==> src/rtl/i2c_slave_ctrl.sv <==
// Control FSM for the I2C slave datapath: decodes address, register-pointer and
// data phases and issues load/increment/write strobes on synchronized SCL edges.
module i2c_slave_ctrl #(
  parameter logic [6:0] SLAVE_ADDR = 7'h20
) (
  input  logic       clock,
  input  logic       reset_n,
  input  logic       start,
  input  logic       stop,
  input  logic       SCL_posedge,
  input  logic       SCL_negedge,
  input  logic [7:0] data_in,
  input  logic       master_ack,
  output logic       clear_start,
  output logic       clear_stop,
  output logic       shift_en,
  output logic       sel_load,
  output logic       sel_inc,
  output logic       we,
  output logic [2:0] count,
  output logic       send_ack,
  output logic       out_en,
  output logic       busy
);

  localparam int unsigned CNT_W = 4;
  localparam logic [CNT_W-1:0] CNT_ZERO = CNT_W'(0);
  localparam logic [CNT_W-1:0] CNT_ONE  = CNT_W'(1);
  localparam logic [CNT_W-1:0] CNT_LAST = CNT_W'(7);
  localparam logic [CNT_W-1:0] CNT_FULL = CNT_W'(8);

  typedef enum logic [3:0] {
    IDLE,
    ADDR,
    ADDR_ACK,
    REG,
    REG_ACK,
    WRITE,
    WRITE_ACK,
    READ,
    READ_ACK
  } state_e;

  state_e           state_q, state_d;
  logic [CNT_W-1:0] bit_cnt_q, bit_cnt_d;
  logic             rw_q, rw_d;
  logic             clear_start_q, clear_start_d;
  logic             clear_stop_q, clear_stop_d;

  logic receiving;
  logic start_take;
  logic stop_take;
  logic byte_done;

  // Flags are masked while their clear pulse is in flight so one event is taken once.
  assign start_take = start & ~clear_start_q;
  assign stop_take  = stop & ~clear_stop_q;
  assign receiving  = (state_q == ADDR) || (state_q == REG) || (state_q == WRITE);
  assign byte_done  = SCL_negedge && (bit_cnt_q == CNT_FULL);

  always_ff @(posedge clock or negedge reset_n) begin
    if (!reset_n) begin
      state_q       <= IDLE;
      bit_cnt_q     <= CNT_ZERO;
      rw_q          <= 1'b0;
      clear_start_q <= 1'b0;
      clear_stop_q  <= 1'b0;
    end else begin
      state_q       <= state_d;
      bit_cnt_q     <= bit_cnt_d;
      rw_q          <= rw_d;
      clear_start_q <= clear_start_d;
      clear_stop_q  <= clear_stop_d;
    end
  end

  always_comb begin
    state_d       = state_q;
    bit_cnt_d     = bit_cnt_q;
    rw_d          = rw_q;
    clear_start_d = 1'b0;
    clear_stop_d  = 1'b0;
    sel_load      = 1'b0;
    sel_inc       = 1'b0;
    we            = 1'b0;

    if (stop_take) begin
      state_d      = IDLE;
      bit_cnt_d    = CNT_ZERO;
      rw_d         = 1'b0;
      clear_stop_d = 1'b1;
    end else if (start_take) begin
      state_d       = ADDR;
      bit_cnt_d     = CNT_ZERO;
      rw_d          = 1'b0;
      clear_start_d = 1'b1;
    end else begin
      if (receiving && SCL_posedge && (bit_cnt_q != CNT_FULL)) begin
        bit_cnt_d = bit_cnt_q + CNT_ONE;
      end
      unique case (state_q)
        IDLE: ;
        ADDR: begin
          if (byte_done) begin
            if (data_in[7:1] == SLAVE_ADDR) begin
              state_d = ADDR_ACK;
              rw_d    = data_in[0];
            end else begin
              state_d   = IDLE;
              bit_cnt_d = CNT_ZERO;
            end
          end
        end
        ADDR_ACK: begin
          if (SCL_negedge) begin
            bit_cnt_d = CNT_ZERO;
            state_d   = rw_q ? READ : REG;
          end
        end
        REG: begin
          if (byte_done) begin
            state_d  = REG_ACK;
            sel_load = 1'b1;
          end
        end
        REG_ACK: begin
          if (SCL_negedge) begin
            state_d   = WRITE;
            bit_cnt_d = CNT_ZERO;
          end
        end
        WRITE: begin
          if (byte_done) begin
            state_d = WRITE_ACK;
            we      = 1'b1;
          end
        end
        WRITE_ACK: begin
          if (SCL_negedge) begin
            state_d   = WRITE;
            bit_cnt_d = CNT_ZERO;
            sel_inc   = 1'b1;
          end
        end
        READ: begin
          // Transmit bits advance on the falling edge so count indexes the next bit out.
          if (SCL_negedge) begin
            if (bit_cnt_q == CNT_LAST) begin
              bit_cnt_d = CNT_FULL;
              state_d   = READ_ACK;
            end else begin
              bit_cnt_d = bit_cnt_q + CNT_ONE;
            end
          end
        end
        READ_ACK: begin
          if (SCL_negedge) begin
            bit_cnt_d = CNT_ZERO;
            if (master_ack) begin
              state_d = READ;
              sel_inc = 1'b1;
            end else begin
              state_d = IDLE;
            end
          end
        end
        default: begin
          state_d   = IDLE;
          bit_cnt_d = CNT_ZERO;
        end
      endcase
    end
  end

  // Phase outputs decode the state register directly, so reset releases SDA at once.
  assign clear_start = clear_start_q;
  assign clear_stop  = clear_stop_q;
  assign shift_en    = receiving;
  assign send_ack    = (state_q == ADDR_ACK) || (state_q == REG_ACK) || (state_q == WRITE_ACK);
  assign out_en      = (state_q == READ);
  assign busy        = (state_q != IDLE);
  assign count       = bit_cnt_q[2:0];

endmodule
==> config.mk <==
export PLATFORM = sky130hd
export DESIGN_NAME = i2c_slave_ctrl
export DESIGN_NICKNAME = d
export VERILOG_FILES = /design/src/rtl/i2c_slave_ctrl.sv
export SDC_FILE = /design/constraint.sdc
export NUM_CORES = 1
export LEC_CHECK = 0
export BUFFER_PORTS_ARGS = -buffer_cell sky130_fd_sc_hd__buf_4
export CORE_UTILIZATION = 40
export DETAILED_ROUTE_END_ITERATION = 8
export PLACE_DENSITY = 0.67
export SLEW_MARGIN = 30
export SYNTH_ARGS = -nofsm -noshare
export SYNTH_HDL_FRONTEND = slang
export SYNTH_SLANG_ARGS = --single-unit
==> constraint.sdc <==
create_clock -name clock -period 1.9 [get_ports clock]
set_input_delay 0.095 -clock clock [delete_from_list [all_inputs] [get_ports clock]]
set_output_delay 0.095 -clock clock [all_outputs]
set_load 0.05 [all_outputs]
Yosys cells after proc, flatten, opt, wreduce, memory -nomap -nowiden
Cells that the tools add are included.
W data, S select, Z words.
{"block": "word_totals", "input_bits": 15, "word_cells": 92, "out_inout_bits": 12, "regBits": 11}
{"block": "op_classes", "n_reduce_logical": 17, "eq_ne": 21, "add_sub_neg": 1, "n_mux": 44, "n_bitwise": 4}
{"operator": "$mux W4", "n": 18}
{"operator": "$pmux W4 S8", "n": 1}
{"operator": "$ne A4 B4 Y1 const B", "n": 6}
{"operator": "$eq A4 B3 Y1 const B", "n": 5}
{"operator": "$mux W1", "n": 20}
{"operator": "$pmux W4 S4", "n": 1}
{"operator": "$reduce_and A9 Y1", "n": 1}
{"operator": "$reduce_bool A3 Y1", "n": 3}
{"operator": "$eq A4 B2 Y1 const B", "n": 2}
{"operator": "$eq A4 B4 Y1 const B", "n": 2}
{"operator": "$ne A4 B1 Y1 const B", "n": 2}
{"operator": "$eq A7 B6 Y1 const B", "n": 1}
{"operator": "$mux W3", "n": 2}
{"operator": "$add A4 B1 Y4 const B", "n": 1}
{"operator": "$eq A4 B1 Y1 const B", "n": 1}
{"operator": "$logic_not A4 Y1", "n": 1}
{"operator": "$logic_or A1 B1 Y1", "n": 4}
{"operator": "$ne A4 B2 Y1 const B", "n": 1}
{"operator": "$reduce_bool A4 Y1", "n": 1}
{"operator": "$reduce_or A4 Y1", "n": 1}
{"operator": "$logic_and A1 B1 Y1", "n": 3}
{"operator": "$ne A3 B3 Y1 const B", "n": 1}
{"operator": "$reduce_and A3 Y1", "n": 1}
{"operator": "$reduce_or A3 Y1", "n": 1}
{"operator": "other kinds (5)", "n": 7}

Depth between registers and ports, before layout
Gate-level depths: netlist of the first run.
{"block": "logic_depth", "word_depth": 11, "depth_mapped": 6, "depth_no_buf": 6}

Worst setup path after synthesis of the first run
No wires, ideal clock.
{"block": "synth_path", "kind": "register to output", "from": "register clear_start_q, in the netlist clear_start", "to": "output port sel_inc", "arrival_time_ns": 2.634, "setup_slack_ns": -0.829, "stages_incl_launch_ff": 4, "path_cell_list": "dfrtp_1 nand2b_1 nand2_1 nor4b_1"}
{"block": "synth_between", "elab_chain_len": 4}
{"item": "start: declaration", "line": "47", "text": "logic clear_start_q, clear_start_d;"}
{"item": "start signal: assignment", "line": "72", "text": "clear_start_q <= clear_start_d;"}
{"item": "$not A1 Y1", "line": "56", "text": "assign start_take = start & ~clear_start_q;"}
{"item": "$and A1 B1 Y1", "line": "56"}
{"item": "$mux W1", "line": "92", "text": "end else if (start_take) begin"}
{"item": "$mux W1", "line": "87", "text": "if (stop_take) begin"}
{"item": "end: declaration", "line": "18", "text": "output logic sel_inc,"}
No other way between the ends.

Worst setup path after layout of the first run
{"block": "layout_path", "from": "register state_q[2]", "to": "register state_q[2]"}
{"block": "layout_between", "elab_chain_len": 5, "word_cells_on_any_way": 23}
{"item": "start: declaration", "line": "44", "text": "state_e state_q, state_d;"}
{"item": "start signal: assignment", "line": "69", "text": "state_q <= state_d;"}
{"item": "$eq A4 B3 Y1", "line": "101", "text": "unique case (state_q)"}
{"item": "$reduce_or A2 Y1 (no source line)"}
{"item": "$pmux W4 S8", "line": "101"}
{"item": "$mux W4", "line": "92"}
{"item": "$mux W4", "line": "87"}
Several ways; a longest one is shown, not always the timed one.
A chain may end at the register's enable or synchronous reset.

==> results of run 1 <==
==> logic make-up after synthesis <==
| group | count (synthesis) |
|---|---|
| adders and majority gates | 2 |
| buffers and inverters | 13 |
| xor gates and xnor gates | 2 |
| muxes | 5 |
| AOI/OAI and AO/OA | 26 |
| and+or+nand+nor | 55 |
| DFF | 11 |
==> Yosys cell counts, types with 2 or more instances <==
cell type | number | area, µm²
sky130_fd_sc_hd__nor2b_1 | 2 | 12.51
sky130_fd_sc_hd__mux2i_1 | 2 | 20.02
sky130_fd_sc_hd__nor4_1 | 2 | 12.51
sky130_fd_sc_hd__nand3_1 | 3 | 15.01
sky130_fd_sc_hd__nor3_1 | 3 | 15.01
sky130_fd_sc_hd__a31oi_1 | 4 | 25.02
sky130_fd_sc_hd__or4_1 | 2 | 15.01
sky130_fd_sc_hd__nand2b_1 | 5 | 31.28
sky130_fd_sc_hd__nor2_1 | 11 | 41.29
sky130_fd_sc_hd__o31ai_1 | 4 | 30.03
sky130_fd_sc_hd__nand2_1 | 12 | 45.04
sky130_fd_sc_hd__ha_1 | 2 | 25.02
sky130_fd_sc_hd__a21oi_1 | 8 | 40.04
sky130_fd_sc_hd__or3_1 | 3 | 18.77
sky130_fd_sc_hd__inv_1 | 5 | 18.77
sky130_fd_sc_hd__dfrtp_1 | 11 | 275.3
sky130_fd_sc_hd__clkbuf_1 | 5 | 18.77
sky130_fd_sc_hd__and4b_1 | 2 | 20.02
sky130_fd_sc_hd__o2bb2ai_1 | 2 | 17.52
sky130_fd_sc_hd__buf_4 | 3 | 22.52
sky130_fd_sc_hd__mux2_2 | 2 | 22.52
sky130_fd_sc_hd__and3b_1 | 2 | 17.52
==> power by group through the flow <==
stage | logic, mW | registers, mW | clock network, mW
CTS | 0.197 | 0.248 | 0.154
finish | 0.208 | 0.247 | 0.148
global placement | 0.193 | 0.252 | 0
global route | 0.220 | 0.248 | 0.173
floorplan | 0.108 | 0.265 | 0
detailed placement | 0.195 | 0.252 | 0
==> area by class of cell <==
cell class / count / area (µm²) / area share
repair buffers: 41 / 310.3 / 0.2415
inverters: 5 / 18.77 / 0.01461
multi-input cells: 90 / 618.1 / 0.4810
clock inverters: 1 / 5.005 / 0.003895
flip-flops and latches: 11 / 275.3 / 0.2142
clock buffers: 3 / 22.52 / 0.01753
well taps: 28 / 35.03 / 0.02726
==> timing repair <==
| action | 4_1_cts | 5_1_grt |
|---|---|---|
| hold buffers | 1 | 0 |
| setup buffers | 0 | 5 |
| resized for setup | 0 | 2 |
| endpoints found under the hold margin | 11 | 0 |
| setup endpoints to repair | 0 | 6 |
==> sequential cells by signal, summed over array words and instances (netlist names) <==
register / flops
bit_cnt_q: 4
state_q: 4
clear_start: 1
clear_stop: 1
rw_q: 1
==> worst max-delay path by stage <==
stage	from	endpoint	slack (ns)
after floorplan	clear_start	sel_load	-0.20
after global placement	state_q[2]	state_q[1]	0.11
after detailed placement	state_q[2]	state_q[2]	0.05
after CTS	state_q[2]	state_q[2]	0.03
after global routing	state_q[2]	sel_inc	-0.006
final	state_q[2]	state_q[2]	0.08
==> metal layers <==
layer | track usage | up-vias
li1 | - | 487
met1 | 0.2901 | 438
met2 | 0.3000 | 37
met3 | 0.02424 | 2
met4 | 0.04762 | 0
met5 | 0 | -
==> critical path, stage by stage (launching register included) <==
cell and delay [ns]:
sky130_fd_sc_hd__dfrtp_1 0.42, sky130_fd_sc_hd__or4_4 0.56, sky130_fd_sc_hd__o31ai_1 0.08, sky130_fd_sc_hd__a21oi_1 0.09
sky130_fd_sc_hd__a21oi_2 0.21, sky130_fd_sc_hd__mux2_2 0.36
==> stage by stage <==
| step | cell area (µm²) | instances | hold slack, ns | setup slack, ns | total power, mW |
|---|---|---|---|---|---|
| 2_1_floorplan | 947.2 | 114 | -0.2006 | -0.1972 | 0.3732 |
| 3_3_place_gp | 1204 | 169 | -0.06827 | 0.1071 | 0.4453 |
| 3_5_place_dp | 1204 | 169 | -0.06585 | 0.04557 | 0.4469 |
| 4_1_cts | 1241 | 174 | 0.09555 | 0.03322 | 0.5985 |
| 5_1_grt | 1285 | 179 | 0.1030 | -0.006068 | 0.6415 |
| 6_report | 1285 | 179 | 0.09682 | 0.07541 | 0.6031 |
==> impl_metrics.sql, run 1 <==
INSERT INTO impl_metrics (metric_group, metric, value, unit) VALUES
('worst_setup_path', 'timing_worst_setup_path_type', 'reg2reg', ''),
('logic_synthesis', 'synth.ff_latch_count', '11', ''),
('route', 'drt_iter0_drc', '14', ''),
('logic_synthesis', 'synth_async_sr_flop_share', '1.000', ''),
('logic_synthesis', 'ys_types', '41', ''),
('worst_setup_path', 'critical_path_peak_fanout', '5', ''),
('clock_network', 'cts_made_buffers', '3', ''),
('route', 'route.top_layer_used', 'met4', ''),
('worst_setup_path', 'cp.arrival', '1.97', 'ns'),
('route', 'drc', '0', ''),
('placement', 'buffer_ports.inserted', '26', ''),
('die', 'placement_rows', '17', ''),
('clock_network', 'clkLatencyLatePin', '0.25', 'ns'),
('route', 'detail-route-antenna-nets', '0', ''),
('min_path', 'timing.hold.worst_path_depth', '3', ''),
('clock_network', 'cts.htree.levels', '1', ''),
('status', 'run_status', 'finished, final reports clean', ''),
('logic_synthesis', 'synth_fp_nets', '131', ''),
('die', 'fp.dieArea', '2515', 'µm²'),
('logic_synthesis', 'yosysWarningCount', '0', ''),
('clock_network', 'cts_root_buffer', 'sky130_fd_sc_hd__clkbuf_4', ''),
('route', 'dr_total_vias', '964', ''),
('timing', 'timing.clock.skew', '0.002412', 'ns'),
('timing', 'number_of_max_slew_violations_in_the_final_report', '0', ''),
('min_path', 'start_point_of_the_worst_hold_path', 'data_in[0]', ''),
('logic_synthesis', 'post_synth_mux_area_share', '0.05803', ''),
('die', 'design.portCount', '27', ''),
('timing', 'slew-limit-headroom', '0.7601', ''),
('power', 'p_leak', '0.5809', 'nW'),
('route', 'total_routed_wirelength', '2361', 'µm'),
('power', 'p_comb_frac', '0.345', ''),
('grt', 'grt_pass1_wl', '3795', 'µm'),
('worst_setup_path', 'cp-start-kind', 'flip-flop', ''),
('worst_setup_path', 'reg2reg_depth', '5', ''),
('logic_synthesis', 'cell_area_after_technology_mapping', '927.1', 'µm²'),
('timing', 'finalCritPeriodShare', '0.9603', ''),
('clock_network', 'clock_path_buffers', '2', ''),
('logic_synthesis', 'synth_sequential_area_ratio', '0.2969', ''),
('logic_synthesis', 'synth-adder-area-share', '0.02699', ''),
('logic_synthesis', 'yosys.area_share.simple', '0.3401', ''),
('timing', 'setup-tns-final', '0', 'ns'),
('final_layout', 'most-common-layout-cells', 'sky130_fd_sc_hd__buf_4, sky130_fd_sc_hd__nand2_1, sky130_fd_sc_hd__nor2_1, sky130_fd_sc_hd__dfrtp_1, sky130_fd_sc_hd__a21oi_1', ''),
('placement', 'half_perimeter_wire_length_of_the_detailed_placement_result', '1791', 'µm'),
('power', 'power_frac_seq', '0.410', ''),
('final_layout', 'area_added_between_synthesis_and_finish', '38.60', '%'),
('logic_synthesis', 'combinational_family_with_the_most_area_after_synthesis', 'simple AND/OR/NAND/NOR gates', ''),
('final_layout', 'drive_gt1_frac', '0.3841', ''),
('logic_synthesis', 'synth-compound-area-share', '0.1943', ''),
('worst_setup_path', 'worst_ep_required_time', '2.04', 'ns'),
('final_layout', 'antenna_cells', '0', ''),
('power', 'clkPwrFrac', '0.245', ''),
('power', 'worst_voltage_drop_across_the_vdd_grid', '0.4385', 'mV'),
('final_layout', 'final_core_utilization', '0.5865', ''),
('clock_network', 'tritoncts_clock_tree', 'built', ''),
('clock_network', 'clock_sinks', '11', ''),
('placement', 'place_congestion', '0.8263', ''),
('timing', 'final_setup_violations', '0', ''),
('worst_setup_path', 'r2r_setup_slack', '0.08', 'ns'),
('die', 'floorplan.initialDensity', '0.4232', ''),
('route', 'route.detailed.wl_per_inst', '13.19', 'µm'),
('power', 'sw_frac_of_total', '0.3327', ''),
('final_layout', 'most_common_library_cell_in_the_layout_ignoring_fill_and_taps', 'sky130_fd_sc_hd__buf_4', ''),
('timing', 'worst-slew-pin-transition', '0.3589', 'ns'),
('timing', 'final-hold-violation-count', '0', ''),
('logic_synthesis', 'synthXorXnorAreaFrac', '0.01889', ''),
('min_path', 'hp-class', 'in2reg', ''),
('route', 'post_drt_via_cell_ratio', '5.385', ''),
('die', 'fp.dieW', '50.15', 'µm'),
('die', 'fp.coreArea', '2191', 'µm²'),
('grt', 'first_global_vias', '880', ''),
('final_layout', 'final_net_count', '169', '');
Power figures use the tool's default switching activity.
==> inputs of run 2 (changes only) <==
ABC_AREA = 1   (was not set)
CTS_CLUSTER_SIZE = 12   (was not set)
PLACE_DENSITY = 0.66   (was 0.67)
==> run 2 against run 1 <==
Global-route usage rose by 0.65 points. Routed wire length shrank 2.8%. Combinational power grew to 3.5 times the previous value. Cell count rose by 8.9%. Register-to-register slack improved by 0.17 ns. Largest power group is now combinational logic.
==> impl_metrics.sql, run 2 <==
INSERT INTO impl_metrics (metric_group, metric, value, unit) VALUES
('die', 'floorplan.die.height', '50.82', 'µm'),
('logic_synthesis', 'yosysWarningCount', '0', ''),
('die', 'placement_rows', '17', ''),
('final_layout', 'layout_top_registers', 'bit_cnt_q: 4 flops, state_q: 4 flops', ''),
('min_path', 'hp-class', 'in2reg', ''),
('final_layout', 'area_added_between_synthesis_and_finish', '27.17', '%'),
('power', 'sw_frac_of_total', '0.5281', ''),
('final_layout', 'drive_gt1_frac', '0.3114', ''),
('route', 'route.detailed.wl_per_inst', '11.77', 'µm'),
('power', 'p_comb_frac', '0.593', ''),
('logic_synthesis', 'synth_sequential_area_ratio', '0.2887', ''),
('power', 'switch_pwr', '655.7', 'µW'),
('route', 'detail-route-antenna-nets', '0', ''),
('clock_network', 'cts_made_buffers', '3', ''),
('power', 'power_frac_seq', '0.286', ''),
('timing', 'number_of_max_slew_violations_in_the_final_report', '0', ''),
('grt', 'first_global_vias', '920', ''),
('timing', 'worst-slew-pin-transition', '0.4678', 'ns'),
('grt', 'grt_start_max_net_pins', '12', ''),
('timing', 'period_needed', '1.735', 'ns'),
('final_layout', 'most-common-layout-cells', 'sky130_fd_sc_hd__nand2_1, sky130_fd_sc_hd__buf_4, sky130_fd_sc_hd__nand3_1', ''),
('timing', 'timing.clock.skew', '0.003600', 'ns'),
('clock_network', 'clkLatencyLatePin', '0.26', 'ns'),
('worst_setup_path', 'critical_path_peak_fanout', '6', ''),
('timing', 'timing.fmax', '576.3', 'MHz'),
('logic_synthesis', 'synth_edf_count', '0', ''),
('logic_synthesis', 'ys_types', '26', ''),
('timing', 'rsz_0062_raised_after_global_routing', 'no', ''),
('logic_synthesis', 'synth_area_leader_cell', 'sky130_fd_sc_hd__dfrtp_1', ''),
('logic_synthesis', 'most_frequently_used_cell_type_in_the_post_synthesis_netlist', 'sky130_fd_sc_hd__nand2_1', ''),
('die', 'fp.dieW', '50.82', 'µm'),
('logic_synthesis', 'cell_area_after_technology_mapping', '953.4', 'µm²'),
('placement', 'dp.cells', '190', ''),
('route', 'drc', '0', ''),
('logic_synthesis', 'synth_async_sr_flop_share', '1.000', ''),
('power', 'power_per_cell_area', '1024', 'nW/µm²'),
('timing', 'final-hold-violation-count', '0', ''),
('clock_network', 'clock_sinks', '11', ''),
('logic_synthesis', 'syn_avg_cell_area', '6.762', 'µm²'),
('grt', 'number_of_antenna_violations_at_the_first_check_in_global_routing', '0', ''),
('flow_run', 'drv_cap', '0', ''),
('timing', 'setup-tns-final', '0', 'ns'),
('power', 'cell_internal_pwr', '585.8', 'µW'),
('timing', 'slew-limit-headroom', '0.6882', ''),
('route', 'post_drt_via_cell_ratio', '5.108', ''),
('worst_setup_path', 'cp.arrival', '1.64', 'ns'),
('timing', 'final_setup_violations', '0', ''),
('worst_setup_path', 'cp-start-kind', 'flip-flop', ''),
('logic_synthesis', 'synth_top_flop_cell', 'sky130_fd_sc_hd__dfrtp_1', ''),
('placement', 'placed_cell_area', '1162', 'µm²'),
('logic_synthesis', 'postSynthCellCount', '141', ''),
('die', 'design.portCount', '27', ''),
('route', 'drt_iter0_drc', '14', ''),
('logic_synthesis', 'synth_fp_nets', '158', ''),
('clock_network', 'clock_path_buffers', '2', ''),
('power', 'p_leak', '0.6229', 'nW'),
('power', 'worst_voltage_drop_across_the_vdd_grid', '0.5509', 'mV'),
('clock_network', 'cts.htree.levels', '1', ''),
('logic_synthesis', 'yosys-top-cells-count', 'sky130_fd_sc_hd__nand2_1, sky130_fd_sc_hd__nand3_1, sky130_fd_sc_hd__inv_1', ''),
('die', 'fp.coreArea', '2233', 'µm²'),
('final_layout', 'layout.cell_area.non_filler', '1212', 'µm²'),
('worst_setup_path', 'worstSetupEndpointType', 'output pin', ''),
('logic_synthesis', 'synth.ff_latch_count', '11', ''),
('final_layout', 'final_net_count', '185', ''),
('worst_setup_path', 'worst_ep_required_time', '1.80', 'ns'),
('grt', 'grt_pass1_wl', '3981', 'µm'),
('clock_network', 'cts_root_buffer', 'sky130_fd_sc_hd__clkbuf_4', ''),
('route', 'detail_route.first_pass.iterations', '4', ''),
('power', 'clkPwrFrac', '0.121', ''),
('final_layout', 'antenna_cells', '0', ''),
('timing', 'finalCritPeriodShare', '0.9133', ''),
('die', 'fp.dieArea', '2583', 'µm²'),
('final_layout', 'most_common_library_cell_in_the_layout_ignoring_fill_and_taps', 'sky130_fd_sc_hd__nand2_1', ''),
('placement', 'buffer_ports.inserted', '26', ''),
('logic_synthesis', 'synthDominantCellAreaShare', '0.2887', ''),
('grt', 'grt.total_usage', '0.2025', ''),
('clock_network', 'cts.reportedPaths.clkPinSlew', '0.06', 'ns'),
('grt', 'remaining_global_route_overflow', '0', ''),
('logic_synthesis', 'cell_types_with_the_largest_area_share_after_synthesis', 'sky130_fd_sc_hd__dfrtp_1, sky130_fd_sc_hd__nand2_1, sky130_fd_sc_hd__nand3_1', ''),
('worst_setup_path', 'timing_worst_setup_path_type', 'reg2out', ''),
('final_layout', 'fin_cells', '195', ''),
('status', 'run_status', 'finished, final reports clean', ''),
('placement', 'half_perimeter_wire_length_of_the_detailed_placement_result', '1842', 'µm'),
('route', 'dr_total_vias', '996', ''),
('die', 'floorplan.initialDensity', '0.4269', ''),
('route', 'total_routed_wirelength', '2295', 'µm'),
('placement', 'place_congestion', '0.8530', ''),
('clock_network', 'tritoncts_clock_tree', 'built', '');
run 2: cell count changes after synthesis, moves of 3 or more:
| cell | before | now |
|---|---|---|
| sky130_fd_sc_hd__a31oi_1 | 4 | 0 |
| sky130_fd_sc_hd__clkbuf_1 | 5 | 0 |
| sky130_fd_sc_hd__inv_1 | 5 | 15 |
| sky130_fd_sc_hd__inv_2 | 0 | 6 |
| sky130_fd_sc_hd__nand2_1 | 12 | 33 |
| sky130_fd_sc_hd__nand2b_1 | 5 | 0 |
| sky130_fd_sc_hd__nand3_1 | 3 | 17 |
| sky130_fd_sc_hd__nand3_2 | 0 | 3 |
| sky130_fd_sc_hd__nand4_1 | 1 | 9 |
| sky130_fd_sc_hd__nor2_1 | 11 | 14 |
| sky130_fd_sc_hd__o31ai_1 | 4 | 0 |
| sky130_fd_sc_hd__or3_1 | 3 | 0 |
run 2: kinds of logic (layout without fill, tap and decap cells):
logic type	count (synthesis)	count (layout)	synth area share
AOI/OAI and AO/OA	14	14	0.1129
xor gates and xnor gates	1	1	0.009188
adders and majority gates	2	2	0.02624
buffers and inverters	27	53	0.1233
DFF	11	11	0.2887
and+or+nand+nor	86	86	0.4396
run 2: repair_timing:
item	CTS	global route
resized for setup	0	2
hold buffers	1	0
setup endpoints to repair	0	3
hold endpoints to repair	11	0
setup buffers	0	0
run 2: final cells by class:
class / instances / area [µm²]
Clock buffer: 4 / 26.28
Multi-Input combinational cell: 103 / 588.1
Sequential cell: 11 / 275.3
Inverter: 22 / 82.58
Fill cell: 228 / 1021
Timing Repair Buffer: 27 / 205.2
Tap cell: 28 / 35.03
run 2: worst paths after layout:
check                           cells past startpoint  slack (ns)            to          from
worst max-delay path                                5        0.16      sel_load  bit_cnt_q[0]
worst min-delay path                                2        0.12          rw_q    data_in[0]
worst max register to register                      7        0.25    state_q[3]  bit_cnt_q[0]
worst min register to register                      3        0.56   clear_start   clear_start
max in group asynchronous                           2        1.56  bit_cnt_q[2]       reset_n
min in group asynchronous                           2        0.20    state_q[2]       reset_n
run 2: layer usage:
metal	part of all wire	vias up	track usage
met2	0.52	23	0.3578
met3	0.035	2	0.04762
met5	0	-	0
li1	-	513	-
met1	0.44	458	0.2500
met4	0.0074	0	0.04167
run 2: critical path, stage by stage (launching register included):
cell,delay (ns)
sky130_fd_sc_hd__dfrtp_1,0.43
sky130_fd_sc_hd__inv_1,0.12
sky130_fd_sc_hd__ha_1,0.24
sky130_fd_sc_hd__nand3_2,0.18
sky130_fd_sc_hd__nor3_2,0.19
sky130_fd_sc_hd__buf_4,0.22
run 2: power by group through the flow:
stage	sequential (mW)	combinational [mW]	clock [mW]
after floorplan	0.318	0.598	0
after global placement	0.355	0.718	0
after detailed placement	0.357	0.726	0
after CTS	0.351	0.730	0.159
after global routing	0.363	0.805	0.172
final	0.356	0.736	0.150
run 2: per-stage QoR:
stage | power (mW) | hold WS (ns) | worst slack, ns | util
floorplan | 0.9155 | -0.2006 | 0.07668 | -
global placement | 1.073 | -0.06786 | 0.2980 | 0.5204
detailed placement | 1.083 | -0.06435 | 0.2190 | 0.5204
CTS | 1.240 | 0.1119 | 0.1143 | 0.5367
global route | 1.341 | 0.1142 | 0.01935 | 0.5429
finish | 1.241 | 0.1154 | 0.1648 | 0.5429
==> inputs of run 3 (changes only) <==
PLACE_DENSITY = not set   (was 0.66)
clock period = 1.65 ns   (was 1.9 ns; I/O delays follow)
==> run 3 against run 2 <==
Critical path depth unchanged. Critical path type unchanged. Clock skew decreased by 0.0026 ns. Sequential cell count unchanged. Global-route usage decreased by 0.19 points.
==> impl_metrics.sql, run 3 (synthesis results as in run 2) <==
INSERT INTO impl_metrics (metric_group, metric, value, unit) VALUES
('timing', 'finalCritPeriodShare', '0.9457', ''),
('route', 'dr_total_vias', '1054', ''),
('route', 'detail_route.first_pass.iterations', '4', ''),
('grt', 'grt_pass1_wl', '3877', 'µm'),
('worst_setup_path', 'critical_path_peak_fanout', '9', ''),
('grt', 'number_of_antenna_violations_at_the_first_check_in_global_routing', '0', ''),
('die', 'fp.dieW', '50.82', 'µm'),
('timing', 'final-hold-violation-count', '0', ''),
('final_layout', 'most-common-layout-cells', 'sky130_fd_sc_hd__nand2_1, sky130_fd_sc_hd__buf_4, sky130_fd_sc_hd__nand3_1', ''),
('power', 'p_leak', '0.6642', 'nW'),
('die', 'fp.coreArea', '2233', 'µm²'),
('power', 'power_per_cell_area', '1133', 'nW/µm²'),
('timing', 'number_of_max_slew_violations_in_the_final_report', '0', ''),
('final_layout', 'fin_cells', '204', ''),
('final_layout', 'layout_top_registers', 'bit_cnt_q: 4 flops, state_q: 4 flops', ''),
('worst_setup_path', 'worst_ep_required_time', '1.57', 'ns'),
('clock_network', 'clock_sinks', '11', ''),
('grt', 'first_global_vias', '917', ''),
('route', 'drt_iter0_drc', '24', ''),
('placement', 'half_perimeter_wire_length_of_the_detailed_placement_result', '1850', 'µm'),
('worst_setup_path', 'worst_stage_delay_on_the_critical_path', '0.49', 'ns'),
('timing', 'hold_slack', '0.08771', 'ns'),
('grt', 'grt.met3_usage', '0.05357', ''),
('timing', 'period_needed', '1.560', 'ns'),
('placement', 'dp.cells', '194', ''),
('placement', 'buffer_ports.inserted', '26', ''),
('worst_setup_path', 'slowest_stage', 'sky130_fd_sc_hd__dfrtp_2', ''),
('timing', 'final_setup_violations', '0', ''),
('worst_setup_path', 'cp-start-kind', 'flip-flop', ''),
('grt', 'grtUsageMet2', '0.3444', ''),
('worst_setup_path', 'timing_worst_setup_path_type', 'reg2out', ''),
('clock_network', 'tritoncts_clock_tree', 'built', ''),
('grt', 'grt.total_usage', '0.2006', ''),
('route', 'post_drt_via_cell_ratio', '5.167', ''),
('placement', 'place_congestion', '0.9041', ''),
('clock_network', 'clock_path_buffers', '2', ''),
('die', 'design.portCount', '27', ''),
('min_path', 'hp-class', 'in2reg', ''),
('clock_network', 'cts.reportedPaths.clkPinSlew', '0.06', 'ns'),
('grt', 'remaining_global_route_overflow', '0', ''),
('grt', 'grt.busiest_layer', 'met2', ''),
('timing', 'slew-limit-headroom', '0.7697', ''),
('grt', 'grtUsageMet1', '0.2631', ''),
('worst_setup_path', 'crit_path_frequent_cell', 'sky130_fd_sc_hd__nor2_2', ''),
('final_layout', 'final_core_utilization', '0.6000', ''),
('power', 'worst_voltage_drop_across_the_vdd_grid', '0.8982', 'mV'),
('final_layout', 'area_added_between_synthesis_and_finish', '40.55', '%'),
('final_layout', 'layout.filler_cells', '220', ''),
('die', 'floorplan.initialDensity', '0.4269', ''),
('timing', 'worst-slew-pin-transition', '0.3444', 'ns'),
('route', 'total_routed_wirelength', '2352', 'µm'),
('timing', 'timing.clock.skew', '0.001046', 'ns'),
('die', 'fp.dieArea', '2583', 'µm²'),
('clock_network', 'cts.htree.levels', '1', ''),
('final_layout', 'final_net_count', '194', ''),
('flow_run', 'drv_cap', '0', ''),
('timing', 'timing.fmax', '640.9', 'MHz'),
('route', 'route.detailed.wl_per_inst', '11.53', 'µm'),
('worst_setup_path', 'worstSetupEndpointType', 'output pin', ''),
('worst_setup_path', 'cp.arrival', '1.48', 'ns'),
('worst_setup_path', 'critical_path.cell_chain', 'nor2_2 -> nand2_1 -> nor2_2 -> inv_1 -> buf_4', ''),
('grt', 'grt_start_max_net_pins', '12', ''),
('clock_network', 'cts_root_buffer', 'sky130_fd_sc_hd__clkbuf_4', ''),
('die', 'placement_rows', '17', ''),
('die', 'floorplan.die.height', '50.82', 'µm'),
('clock_network', 'cts_made_buffers', '3', ''),
('clock_network', 'clkLatencyLatePin', '0.26', 'ns'),
('route', 'detail-route-antenna-nets', '0', ''),
('route', 'drc', '0', ''),
('final_layout', 'drive_gt1_frac', '0.4148', ''),
('final_layout', 'antenna_cells', '0', ''),
('status', 'run_status', 'finished, final reports clean', '');
run 3: changes by cell type in the layout (fill, tap and decap cells not counted), moves of 2 or more:
cell                      previous run  this run
sky130_fd_sc_hd__buf_4              26        31
sky130_fd_sc_hd__inv_1              15        13
sky130_fd_sc_hd__dfrtp_2             0         4
sky130_fd_sc_hd__ha_1                2         0
sky130_fd_sc_hd__nand2_2             2         4
sky130_fd_sc_hd__inv_2               6         8
sky130_fd_sc_hd__nor2_1             14        12
sky130_fd_sc_hd__nand2_1            33        31
sky130_fd_sc_hd__dfrtp_1            11         7
sky130_fd_sc_hd__buf_6               0         4
sky130_fd_sc_hd__ha_4                0         2
run 3: final timing paths:
path	startpoint	cells past startpoint	end	slack, ns
max reg2reg	bit_cnt_q[0]	9	state_q[3]	0.13
min in group asynchronous	reset_n	2	bit_cnt_q[1]	0.19
max	state_q[1]	5	busy	0.09
min	data_in[0]	2	rw_q	0.09
max in group asynchronous	reset_n	2	state_q[1]	1.31
min reg2reg	clear_start	3	clear_start	0.57
run 3: routing by layer:
layer | share of wire | vias to the layer above
met5 | 0 | -
met4 | 0 | 0
met3 | 0.051 | 0
met2 | 0.52 | 32
met1 | 0.43 | 491
li1 | - | 531
run 3: per-stage QoR:
stage | power, mW | TNS (ns) | cell area, µm² | setup WS [ns]
floorplan | 1.054 | -0.1676 | 967.2 | -0.1608
global placement | 1.263 | 0 | 1192 | 0.09228
detailed placement | 1.271 | 0 | 1192 | 0.07781
CTS | 1.481 | 0 | 1275 | 0.001678
global route | 1.632 | -0.02298 | 1340 | -0.01367
finish | 1.518 | 0 | 1340 | 0.08968
run 3: power by group:
part	total [mW]	internal, mW	switching (mW)
combinational	0.931	0.326	0.605
clock	0.172	0.0934	0.0790
sequential	0.415	0.315	0.101
total	1.52	0.734	0.784
run 3: worst max-delay path: cells and delay by family (launching register included):
family	cells	cell delay (ns)
DFF	1	0.49
buffers and inverters	2	0.26
and+or+nand+nor	3	0.47
run 3: cell type report:
class | count | area, µm² | area share
Timing Repair Buffer | 36 | 287.8 | 0.2148
Sequential cell | 11 | 280.3 | 0.2091
Multi-Input combinational cell | 103 | 628.1 | 0.4687
Inverter | 22 | 82.58 | 0.06162
Clock buffer | 4 | 26.28 | 0.01961
Tap cell | 28 | 35.03 | 0.02614
run 3: what timing repair did:
action	in CTS	in global routing
hold endpoints to repair	11	0
endpoints found under the setup margin	3	9
pin swaps	1	3
hold buffers	1	0
setup buffers	2	3
gates resized for setup	8	14
